`src/rtl/load_align_unit.sv`:
```
// Load-alignment stage: issues one or two aligned bus reads per load request, then
// extracts, extends or merges the big-endian data into a registered writeback result.
module load_align_unit #(
   parameter int DATA_W         = 32,
   parameter int ADDR_W         = 32,
   parameter int TAG_W          = 5,
   parameter bit MISALIGN_SPLIT = 1'b1
) (
   input  logic              clk,
   input  logic              rst,
   input  logic              req_valid,
   output logic              req_ready,
   input  logic [ADDR_W-1:0] req_addr,
   input  logic [1:0]        req_size,
   input  logic              req_signed,
   input  logic [1:0]        req_merge,
   input  logic [DATA_W-1:0] req_old,
   input  logic [TAG_W-1:0]  req_tag,
   output logic              mem_req_valid,
   input  logic              mem_req_ready,
   output logic [ADDR_W-1:0] mem_req_addr,
   input  logic              mem_rsp_valid,
   input  logic [DATA_W-1:0] mem_rsp_data,
   output logic              rsp_valid,
   input  logic              rsp_ready,
   output logic [DATA_W-1:0] rsp_data,
   output logic [TAG_W-1:0]  rsp_tag,
   output logic              rsp_err
);
   localparam int LANES  = DATA_W / 8;
   localparam int OFF_W  = $clog2(LANES);
   localparam int SPAN_W = OFF_W + 2;

   typedef enum logic [2:0] {IDLE, RD0, WT0, RD1, WT1, OUT} state_t;
   state_t state;

   logic [OFF_W-1:0]  off_p0;
   logic [1:0]        size_p0;
   logic              sgn_p0;
   logic [1:0]        merge_p0;
   logic [DATA_W-1:0] old_p0;
   logic              cross_p0;
   logic [DATA_W-1:0] buf0_p1;

   logic [1:0]        size_n;
   logic [1:0]        merge_n;
   logic [OFF_W-1:0]  off_n;
   logic [SPAN_W-1:0] span_n;
   logic              cross_n;
   logic              accept;

   // {b0,b1} is shifted so lane `off` lands in the MSBs, then shifted back down to
   // right-justify; an arithmetic shift gives the sign extension for free.
   function automatic logic [DATA_W-1:0] align_data(
      input logic [DATA_W-1:0] b0,
      input logic [DATA_W-1:0] b1,
      input logic [DATA_W-1:0] old,
      input logic [OFF_W-1:0]  off,
      input logic [1:0]        size,
      input logic              sgn,
      input logic [1:0]        merge
   );
      logic [OFF_W+2:0]             lsh;
      logic [OFF_W+2:0]             rsh_m;
      logic [7:0]                   rsh;
      logic signed [2*DATA_W-1:0]   cat;
      logic [DATA_W-1:0]            ext;
      logic [DATA_W-1:0]            res;
      lsh   = {off, 3'b000};
      rsh_m = {~off, 3'b000};
      rsh   = 8'(2 * DATA_W) - (8'd8 << size);
      cat   = $signed({b0, b1} << lsh);
      ext   = DATA_W'(sgn ? (cat >>> rsh) : (cat >> rsh));
      case (merge)
         2'd1:    res = (b0 << lsh) | (old & ~({DATA_W{1'b1}} << lsh));
         2'd2:    res = (b0 >> rsh_m) | (old & ~({DATA_W{1'b1}} >> rsh_m));
         default: res = ext;
      endcase
      return res;
   endfunction

   always_comb begin
      size_n = req_size;
      if (DATA_W == 32 && req_size == 2'd3) size_n = 2'd2;
      merge_n = (req_merge == 2'd3) ? 2'd0 : req_merge;
      off_n   = req_addr[OFF_W-1:0];
      span_n  = {2'b00, off_n} + (SPAN_W'(1) << size_n);
      cross_n = (merge_n == 2'd0) && (span_n > SPAN_W'(LANES));
   end

   assign accept        = req_valid && (state == IDLE);
   assign req_ready     = (state == IDLE);
   assign mem_req_valid = (state == RD0) || (state == RD1);
   assign rsp_valid     = (state == OUT);

   always_ff @(posedge clk or posedge rst) begin
      if (rst) begin
         state        <= IDLE;
         mem_req_addr <= '0;
         rsp_data     <= '0;
         rsp_tag      <= '0;
         rsp_err      <= 1'b0;
      end else begin
         case (state)
            IDLE: if (req_valid) begin
               mem_req_addr <= {req_addr[ADDR_W-1:OFF_W], {OFF_W{1'b0}}};
               rsp_tag      <= req_tag;
               if (cross_n && !MISALIGN_SPLIT) begin
                  rsp_err  <= 1'b1;
                  rsp_data <= '0;
                  state    <= OUT;
               end else begin
                  state <= RD0;
               end
            end
            RD0: if (mem_req_ready) state <= WT0;
            WT0: if (mem_rsp_valid) begin
               if (cross_p0) begin
                  mem_req_addr <= mem_req_addr + ADDR_W'(LANES);
                  state        <= RD1;
               end else begin
                  rsp_data <= align_data(mem_rsp_data, {DATA_W{1'b0}}, old_p0, off_p0,
                                         size_p0, sgn_p0, merge_p0);
                  state    <= OUT;
               end
            end
            RD1: if (mem_req_ready) state <= WT1;
            WT1: if (mem_rsp_valid) begin
               rsp_data <= align_data(buf0_p1, mem_rsp_data, old_p0, off_p0,
                                      size_p0, sgn_p0, merge_p0);
               state    <= OUT;
            end
            OUT: if (rsp_ready) begin
               rsp_err <= 1'b0;
               state   <= IDLE;
            end
            default: state <= IDLE;
         endcase
      end
   end

   // Request fields and first beat are only consumed after being loaded, so no reset.
   always_ff @(posedge clk) begin
      if (accept) begin
         off_p0   <= off_n;
         size_p0  <= size_n;
         sgn_p0   <= req_signed;
         merge_p0 <= merge_n;
         old_p0   <= req_old;
         cross_p0 <= cross_n;
      end
      if (state == WT0 && mem_rsp_valid) buf0_p1 <= mem_rsp_data;
   end

endmodule

```
`config.mk`:
```
export PLATFORM = sky130hd
export DESIGN_NAME = load_align_unit
export DESIGN_NICKNAME = d
export VERILOG_FILES = /design/src/rtl/load_align_unit.sv
export SDC_FILE = /design/constraint.sdc
export NUM_CORES = 1
export LEC_CHECK = 0
export ABC_AREA = 1
export BUFFER_PORTS_ARGS = -buffer_cell sky130_fd_sc_hd__buf_4
export CAP_MARGIN = 30
export CORE_UTILIZATION = 30
export DETAILED_ROUTE_END_ITERATION = 10
export GPL_TIMING_DRIVEN = 0
export HOLD_SLACK_MARGIN = 0.05
export SLEW_MARGIN = 10
export SYNTH_ARGS = -nofsm -noshare
export SYNTH_HDL_FRONTEND = slang
export SYNTH_SLANG_ARGS = --single-unit
```
`constraint.sdc`:
```
create_clock -name clk -period 3.3 [get_ports clk]
set_input_delay 0.66 -clock clk [delete_from_list [all_inputs] [get_ports clk]]
set_output_delay 0.66 -clock clk [all_outputs]
set_load 0.02 [all_outputs]
```
==> key figures <==
Status
  – Status: complete, but fails checks
  – Failing checks: DRC

Worst setup path
  – Delay of the slowest cell on the worst path: 0.67 ns
  – R2r worst-path depth: 12
  – WP data required: 3.71 ns
  – Worst Path Arrival: 3.20 ns
  – Most used cell, CP: nand2_1
  – Cells along the critical path: inv_1, ha_1, inv_2, nand2_1, inv_2, clkbuf_1, o21ai_0, nand3_1, nor2_1, nor2_1, nand2_1, nand2_1
  – Crit path launch type: flip-flop
  – Peak fanout along the critical path: 10
  – Slowest-stage cell, CP: clkbuf_1
  – Critical Path End Type: flip-flop
  – CP Class: reg2reg

Power and ir drop
  – Maximum VDD drop: 437 uV
  – Pwr/cell area: 800 nW/um2
  – Leak: 6.47 nW

Drt
  – Avg Vias per Cell: 5.44
  – Detailed Route WL: 54.3 mm
  – Detailed Route Iter0 Violations: 1386
  – 1st-pass router iterations: 9
  – Routed via count: 12800
  – Detailed-route DRC error count: 9
  – Post-DRT Antenna Nets: 0
  – WL/cell: 23.2 um

Synth
  – Yosys Warn Count: 0
  – Synth top area share: 21.7%
  – Post-synthesis sequential area ratio: 36.0%
  – Synthesized cell area: 10900 um2
  – Mapped Cells: 1667
  – EDFF count, synth: 72
  – Ys async rst share: 49.3%
  – Top cells by area, synth: nand2_1, edfxtp_1, dfrtp_1, nand3_1, o21ai_0
  – Synth Area per Inst: 6.53 um2
  – Yosys cell types: 47
  – Synthesized flop and latch total: 142
  – Top_reg_cell synth: edfxtp_1
  – Area leader, netlist: nand2_1

STA
  – RSZ-0062 raised after global routing: false
  – Final Skew: 0.0123 ns
  – Relative slew slack: 32.8%
  – Final-report hold violation count: 0
  – Worst slew pin tran: 0.998 ns
  – Final worst-path cycle share: 84.8%
  – Tmin final: 2.80 ns
  – Setup violators final: 0
  – Fmax: 357 MHz
  – Final Max Tran Viols: 0

CTS
  – Worst-skew pair later-pin latency: 0.47 ns
  – CTS Buf Count: 17
  – CTS Hold Bufs: 0
  – H-tree levels: 4
  – Worst-path clk slew: 0.07 ns
  – CTS-repair resized insts: 0
  – CTS Sinks: 142
  – Clock tree buffer depth: 2
  – Setup bufs post-CTS: 0
  – Root Buffer Master: clkbuf_16
  – CTS tree: yes

Place
  – Cells after DPL: 2314
  – Placer Congestion: 1.01
  – I/O Buffers: 181
  – Post-DP Area: 12900 um2
  – HPWL after DPL: 42.8 mm

Cells and area
  – Final #Nets: 1992
  – ANT cells: 0
  – Post-route design area: 13500 um2
  – Post-Layout Cell Count: 2346
  – Layout cells sized above 1: 17.8%
  – Layout area overhead: 24.2%

Global routing
  – Gr usage total: 30.0%
  – Initial antenna violation count: 0
  – Pin count of the biggest net entering global routing: 55
  – Vias in the first global route: 12400
  – First-pass GRT wire length: 79.3 mm
  – GR Overflow Total: 0

Die
  – DIE WIDTH: 192 um
  – I/O pins: 185
  – Die span in y: 192 um
  – Starting Density: 30.5%
  – Total core area: 35700 um2
  – DIE AREA: 37000 um2
  – Cell Rows: 69

Min path
  – Worst hold path class: in2async

Flow run
  – Total of max-cap violations: 0
## logic make-up after synthesis
family | synth area share [%]
XOR/XNOR | 0.483
flip-flops | 36.0
other | 0.0345
adder cells (fa/ha/maj) | 0.989
AO/OA/AOI/OAI | 15.7
AND/OR/NAND/NOR | 37.2
buffers and inverters | 9.61
## critical path, delay by kind of cell (launching register included)
kind            cells  cell delay, ns
buf+inv             4            1.11
fa+ha+maj           1            0.43
simple gates        6            0.59
flops               1            0.36
compound gates      1            0.25
## path summary, 6_finish.rpt
path / endpoint / from / slack [ns]
worst min-delay path: mem_req_addr[22] / rst / 0.14
max in group asynchronous: rsp_tag[4] / rst / 2.60
min in group clk: old_p0[5] / req_old[5] / 0.36
worst min register to register: rsp_data[19] / rsp_data[19] / 0.48
worst max-delay path: rsp_data[23] / merge_p0[0] / 0.50
worst max register to register: rsp_data[23] / merge_p0[0] / 0.50
## through the flow
stage	setup TNS (ns)	hold WS, ns	util [%]	total power [mW]	worst slack (ns)
global route	0	0.158	37.9	11.4	0.346
global placement	-33.90	0.460	36.0	8.62	-0.565
CTS	0	0.138	37.9	10.7	0.566
finish	0	0.138	37.9	10.8	0.501
detailed placement	0	0.466	36.2	8.66	0.585
floorplan	0	0.573	-	6.25	0.447
## area by class of cell
class	instances	area [um2]
Tap cell	461	577
Clock inverter	12	123
Sequential cell	142	3910
Timing Repair Buffer	184	1430
Buffer	92	529
Clock buffer	20	489
Multi-Input combinational cell	1298	5940
Inverter	137	519
Fill cell	3873	22100
## flip-flops by register name, summed over array words and instances (netlist names)
| name | cells |
|---|---|
| size_p0 | 2 |
| rsp_data | 32 |
| off_p0 | 2 |
| merge_p0 | 2 |
| sgn_p0 | 1 |
| rsp_tag | 5 |
| mem_req_addr | 30 |
| cross_p0 | 1 |
| buf0_p1 | 32 |
| old_p0 | 32 |
| state | 3 |
## cell usage in the layout, fill, tap and decap left out, drive strengths merged
master | synthesis | layout
o21ai | 174 | 174
nand2 | 637 | 637
and2 | 3 | 3
nor3b | 2 | 2
a211oi | 4 | 4
nor3 | 12 | 12
xor2 | 5 | 5
o21a | 10 | 10
nand3b | 5 | 5
clkinv | 0 | 6
o21bai | 6 | 6
inv | 137 | 141
a21boi | 1 | 1
o22ai | 20 | 20
a21oi | 80 | 80
edfxtp | 72 | 72
clkinvlp | 0 | 1
and3 | 5 | 5
clkbuf | 23 | 43
a22oi | 3 | 3
conb | 1 | 3
nand3 | 158 | 158
nor2 | 122 | 122
ha | 7 | 7
a31oi | 4 | 4
xnor2 | 1 | 1
bufinv | 0 | 1
fa | 1 | 1
o211ai | 10 | 10
dfrtp | 70 | 70
buf | 69 | 253
a2bb2oi | 2 | 2
nand4 | 13 | 13
or2 | 10 | 10
## where the power goes
| group | switching [mW] | internal [mW] | total, mW |
|---|---|---|---|
| Clock | 0.898 | 1.16 | 2.06 |
| Combinational | 3.98 | 1.83 | 5.81 |
| Sequential | 0.502 | 2.43 | 2.94 |
| Total | 5.38 | 5.43 | 10.8 |
## cell usage after synthesis, drive strengths merged (10+ instances only)
cell type / count
a21oi: 80
nand4: 13
o21ai: 174
buf: 69
o211ai: 10
o21a: 10
dfrtp: 70
edfxtp: 72
inv: 137
nor2: 122
nand2: 637
nor3: 12
or2: 10
nand3: 158
clkbuf: 23
o22ai: 20
## per-layer routing
| layer | global-route usage [%] | routed length (um) |
|---|---|---|
| met1 | 38.0 | 22200 |
| met2 | 47.7 | 24800 |
| met3 | 5.13 | 4160 |
| met4 | 18.0 | 3140 |
| met5 | 0 | 0 |
Note: power is estimated with default switching activity, not from simulation.
